## src/rtl/xcore_gnrl_dfflr.sv

```systemverilog
// Generic DW-bit flop with load enable and synchronous active-high reset.
// Ports:
//   clk    - clock, updates on posedge
//   reset  - synchronous reset to RST_VAL (tie low for storage without reset)
//   lden   - load enable; qout takes dnxt when high
//   dnxt   - next value
//   qout   - registered value
module xcore_gnrl_dfflr #(
  parameter int            DW      = 32,
  parameter logic [DW-1:0] RST_VAL = '0
) (
  input  logic          clk,
  input  logic          reset,
  input  logic          lden,
  input  logic [DW-1:0] dnxt,
  output logic [DW-1:0] qout
);

  logic [DW-1:0] val_q;

  always_ff @(posedge clk) begin
    if (reset) begin
      val_q <= RST_VAL;
    end else if (lden) begin
      val_q <= dnxt;
    end
  end

  assign qout = val_q;

endmodule

```

## src/rtl/xcore_gnrl_pipe_fifo.sv

```systemverilog
// Valid/ready FIFO stage between CPU pipeline stages. Output is always taken
// from registered storage (no bypass), so first-word latency is one cycle.
// Ports:
//   clk, reset     - clock and synchronous active-high reset
//   flush          - synchronous clear of all entries (pipeline flush)
//   i_vld/i_rdy/i_dat - upstream handshake; i_rdy = !full
//   o_vld/o_rdy/o_dat - downstream handshake; o_vld = !empty
//   count          - occupied entries, 0..DP
module xcore_gnrl_pipe_fifo #(
  parameter int DW = 32,
  parameter int DP = 4
) (
  input  logic                   clk,
  input  logic                   reset,
  input  logic                   flush,
  input  logic                   i_vld,
  output logic                   i_rdy,
  input  logic [DW-1:0]          i_dat,
  output logic                   o_vld,
  input  logic                   o_rdy,
  output logic [DW-1:0]          o_dat,
  output logic [$clog2(DP):0]    count
);

  localparam int AW = $clog2(DP);
  localparam logic [AW:0] PTR_ONE = (AW+1)'(1);

  logic [AW:0]   wptr_q, wptr_d;
  logic [AW:0]   rptr_q, rptr_d;
  logic          wptr_en, rptr_en;
  logic          empty, full;
  logic          push, pop, mem_wr;
  logic [DW-1:0] mem_q [DP];

  // Wrap bit distinguishes full from empty when the index bits coincide.
  assign empty = (wptr_q == rptr_q);
  assign full  = (wptr_q[AW-1:0] == rptr_q[AW-1:0]) && (wptr_q[AW] != rptr_q[AW]);

  assign i_rdy = ~full;
  assign o_vld = ~empty;

  assign push = i_vld & i_rdy;
  assign pop  = o_vld & o_rdy;

  // A flush discards any push/pop of the same cycle; reset dominates inside
  // the pointer flops themselves.
  assign mem_wr  = push & ~flush & ~reset;
  assign wptr_en = flush | push;
  assign rptr_en = flush | pop;
  assign wptr_d  = flush ? '0 : (wptr_q + PTR_ONE);
  assign rptr_d  = flush ? '0 : (rptr_q + PTR_ONE);

  xcore_gnrl_dfflr #(.DW(AW+1), .RST_VAL('0)) u_wptr (
    .clk   (clk),
    .reset (reset),
    .lden  (wptr_en),
    .dnxt  (wptr_d),
    .qout  (wptr_q)
  );

  xcore_gnrl_dfflr #(.DW(AW+1), .RST_VAL('0)) u_rptr (
    .clk   (clk),
    .reset (reset),
    .lden  (rptr_en),
    .dnxt  (rptr_d),
    .qout  (rptr_q)
  );

  // Storage entries carry no reset; only the pointers define validity.
  for (genvar gi = 0; gi < DP; gi++) begin : g_mem
    logic ent_en;
    assign ent_en = mem_wr & (wptr_q[AW-1:0] == AW'(gi));

    xcore_gnrl_dfflr #(.DW(DW), .RST_VAL('0)) u_ent (
      .clk   (clk),
      .reset (1'b0),
      .lden  (ent_en),
      .dnxt  (i_dat),
      .qout  (mem_q[gi])
    );
  end

  assign o_dat = mem_q[rptr_q[AW-1:0]];
  assign count = wptr_q - rptr_q;

endmodule

```

## config.mk

```make
export PLATFORM = sky130hd
export DESIGN_NAME = xcore_gnrl_pipe_fifo
export DESIGN_NICKNAME = d
export VERILOG_FILES = /design/src/rtl/xcore_gnrl_dfflr.sv /design/src/rtl/xcore_gnrl_pipe_fifo.sv
export SDC_FILE = /design/constraint.sdc
export NUM_CORES = 1
export LEC_CHECK = 0
export CAP_MARGIN = 20
export CORE_MARGIN = 4
export CORE_UTILIZATION = 55
export CTS_CLUSTER_DIAMETER = 30
export DETAILED_ROUTE_END_ITERATION = 7
export PLACE_DENSITY = 0.79
export SLEW_MARGIN = 10
export SYNTH_ARGS = -nofsm -noshare
export SYNTH_HDL_FRONTEND = slang
export SYNTH_HIERARCHICAL = 1
export SYNTH_SLANG_ARGS = --single-unit
```

## constraint.sdc

```tcl
create_clock -name clk -period 5.5 [get_ports clk]
set_input_delay 1.1 -clock clk [delete_from_list [all_inputs] [get_ports clk]]
set_output_delay 1.1 -clock clk [all_outputs]
set_load 0.005 [all_outputs]
```

==> results.toml <==
[status]
outcome = "finished clean"

[routing]
drc = 0
drt.antenna.violating_nets = 0
wirelength_um = 13000
vias = 4071
routedWlPerCell_um = 17.7
drt-vias-per-instance = 5.52
drt_pre_antenna_iters = 4
drt_iter0_drc = 225

[critical_path]
worstPathMaxFanout = 23
crit_slowest_cell = "sky130_fd_sc_hd__dfxtp_2"
cells_along_the_critical_path = "buf_4 -> mux4_2 -> clkdlybuf4s50_1"
worst_path_dominant_cell_family = "buffers and inverters"
cp_slowest_stage_delay_ns = 0.87
timing.critical_path.to_type = "primary output"
timing_worst_setup_path_type = "reg -> out"
arrival_ns = 2.87
startpoint_type = "flop"
critical_path_required_ns = 4.40
worstPathBufferInverterCount = 2

[timing]
fmax_ghz = 0.252
slew_headroom = 0.322
fin_crit_ns = 3.97
rsz_0062_raised_after_global_routing = "no"
timing_worst_slew_pin_value_ns = 1.02
finClkSkew_ns = 0.00523
hold_viol_final = 0
postLayoutSetupSlackWorst_ns = 1.53
report.final.slew_viol_count = 0
min_period_over_period = 0.722
final_setup_fails = 0
final.hold.worst_slack_ns = 0.485
setup_tns_ns = 0

[power]
internal_power_mw = 1.72
comb_power_share = 0.080
switchingPower_uw = 506
vdd_drop_max_mv = 0.225
powerDensity_nw_per_um2 = 309
total_power_mw = 2.22
power.leakage_nw = 2.52
switching_share = 0.228
power.clock.fraction = 0.468
p_seq_frac = 0.452

[global_routing]
grt.total_usage = 0.214
gr-total-overflow = 0
first_global_vias = 4306
grt_first_pass_wirelength_um = 21400
largest_net_degree_at_the_start_of_global_routing = 37
grt_antenna_before_repair = 0

[synth]
postSynth.topFlopCell = "sky130_fd_sc_hd__dfxtp_1"
netlist-cell-type-count = 21
synth_top_area_share = 0.448
mappedNetlistArea_um2 = 5990
edff_count_synth = 0
synth-seq-area-share = 0.448
post_synth_most_frequent_cells = "140 x sky130_fd_sc_hd__nor2_1, 134 x sky130_fd_sc_hd__dfxtp_1, 134 x sky130_fd_sc_hd__mux2i_1"
yosys_register_bits = 134
synth-warning-count = 6
post-synth-top-count-cell = "sky130_fd_sc_hd__nor2_1"
yosys.area.top_type = "sky130_fd_sc_hd__dfxtp_1"
yosys-top-cells-area = "sky130_fd_sc_hd__dfxtp_1 45%, sky130_fd_sc_hd__mux2i_1 22%, sky130_fd_sc_hd__mux4_2 11%"
synth_area_per_cell_um2 = 11.7
synthArstFlopShare = 0
syn_inst = 511

[final_layout]
diodes = 0
nNetsFinal = 636
final_layout_size_suffix_gt1_frac = 0.118
fin_util = 0.688
area_growth_pct = 20.0
total_area_of_multi_input_combinational_cells_um2 = 3000
layout.filler_cells = 802
regArea_um2 = 2690

[floorplanning]
ioPinCount = 74
initial_utilization = 0.573
floorplan.rows = 37
die_area_um2 = 12600
vertical_extent_of_the_die_um = 112
chipWidth_um = 112
fp.coreArea_um2 = 10500

[clock_tree]
max-clock-path-buffers = 2
cts_root_buf = "sky130_fd_sc_hd__clkbuf_8"
cts.sink_count = 134
tritoncts = "done"
level_count_of_the_clock_h_tree = 4
post_cts.resized_instances = 0
clk_pin_slew_ns = 0.06
insertion_delay_ns = 0.51
clock_buffer_count_from_cts = 17
post_cts_hold_buffers = 0
cts_setup_buffers = 0

[min_path]
type_of_the_most_critical_hold_path = "reg -> reg"

[placed_design]
hpwl_after_dpl_um = 8470
gp_congestion = 0.774
placement.setup.worst_slack_ns = 1.83
number_of_buffer_cells_added_on_primary_ports = 73

[run]
maxCapViolCount = 0
[path summary, 6_finish.rpt]
check	endpoint	from	cells past startpoint	slack, ns
worst max-delay path	o_dat[22]	u_rptr/qout[0]	3	1.53
worst min-delay path	g_mem[1].u_ent/qout[31]	g_mem[1].u_ent/qout[31]	2	0.48
worst max register to register	g_mem[3].u_ent/qout[10]	u_rptr/qout[1]	6	2.22
worst min register to register	g_mem[1].u_ent/qout[31]	g_mem[1].u_ent/qout[31]	2	0.48
[per-stage QoR]
stage                     instance area [µm²]  instances
after floorplan                          6060        530
after global placement                   6650        708
after detailed placement                 6650        708
after CTS                                7190        738
after global routing                     7190        738
final                                    7190        738
[cells in the final DEF, fill, tap and decap left out, types with 2 or more instances in the layout]
cell type	instances
sky130_fd_sc_hd__inv_1	5
sky130_fd_sc_hd__a21oi_1	2
sky130_fd_sc_hd__nand4bb_1	4
sky130_fd_sc_hd__dfxtp_1	132
sky130_fd_sc_hd__dfxtp_2	2
sky130_fd_sc_hd__mux2i_1	134
sky130_fd_sc_hd__ha_1	7
sky130_fd_sc_hd__nor2_1	140
sky130_fd_sc_hd__mux4_2	29
sky130_fd_sc_hd__xnor2_1	4
sky130_fd_sc_hd__clkinv_2	5
sky130_fd_sc_hd__a31oi_4	4
sky130_fd_sc_hd__clkbuf_16	16
sky130_fd_sc_hd__mux4_1	3
sky130_fd_sc_hd__clkdlybuf4s50_1	73
sky130_fd_sc_hd__nor2b_1	2
sky130_fd_sc_hd__nand3_1	2
sky130_fd_sc_hd__clkbuf_8	5
sky130_fd_sc_hd__clkinvlp_4	3
sky130_fd_sc_hd__buf_4	6
sky130_fd_sc_hd__conb_1	20
[cell families (layout without fill, tap and decap cells)]
family          count (synthesis)  in the layout  share of synthesized area
mux                           166            166                      0.346
simple gates                  149            149                      0.100
flops                         134            134                      0.448
buf+inv                        42            114                     0.0741
fa+ha+maj                       8              8                     0.0180
compound gates                  6              6                    0.00585
xor+xnor                        5              5                    0.00731
other cells                     1             20                   0.000626
[power groups by stage]
stage	Combinational, mW	Clock (mW)	Sequential, mW
2_1_floorplan	0.114	0	1.01
3_3_place_gp	0.167	0	1.03
3_5_place_dp	0.170	0	1.03
4_1_cts	0.171	1.06	1.00
5_1_grt	0.191	1.10	1.01
6_report	0.177	1.04	1.00
[registers in the layout, indices dropped and copies added, names as in the netlist]
register,cells
g_mem.u_ent/qout,128
u_rptr/qout,3
u_wptr/qout,3
[metal layers]
metal	global-route usage	vias up	share of wire
met2	0.358	115	0.50
met4	0.0801	0	0.018
li1	-	1910	-
met5	0	-	0
met3	0.0631	20	0.050
met1	0.262	2026	0.43
[worst register-to-register path, delay by kind of cell (launching register included)]
family,cells,cell delay [ns]
DFF,1,1.00
buffers and inverters,2,0.56
muxes,1,0.26
adders and majority gates,1,0.49
AOI/OAI and AO/OA,1,0.81
and+or+nand+nor,1,0.06
[final cells by class]
type	count	area share
multi-input cells	354	0.417
flip-flops and latches	134	0.373
repair buffers	79	0.108
clock buffers	21	0.0652
well taps	136	0.0237
clock inverters	9	0.0108
inverters	5	0.00261
(Power assumes the default switching activity.)
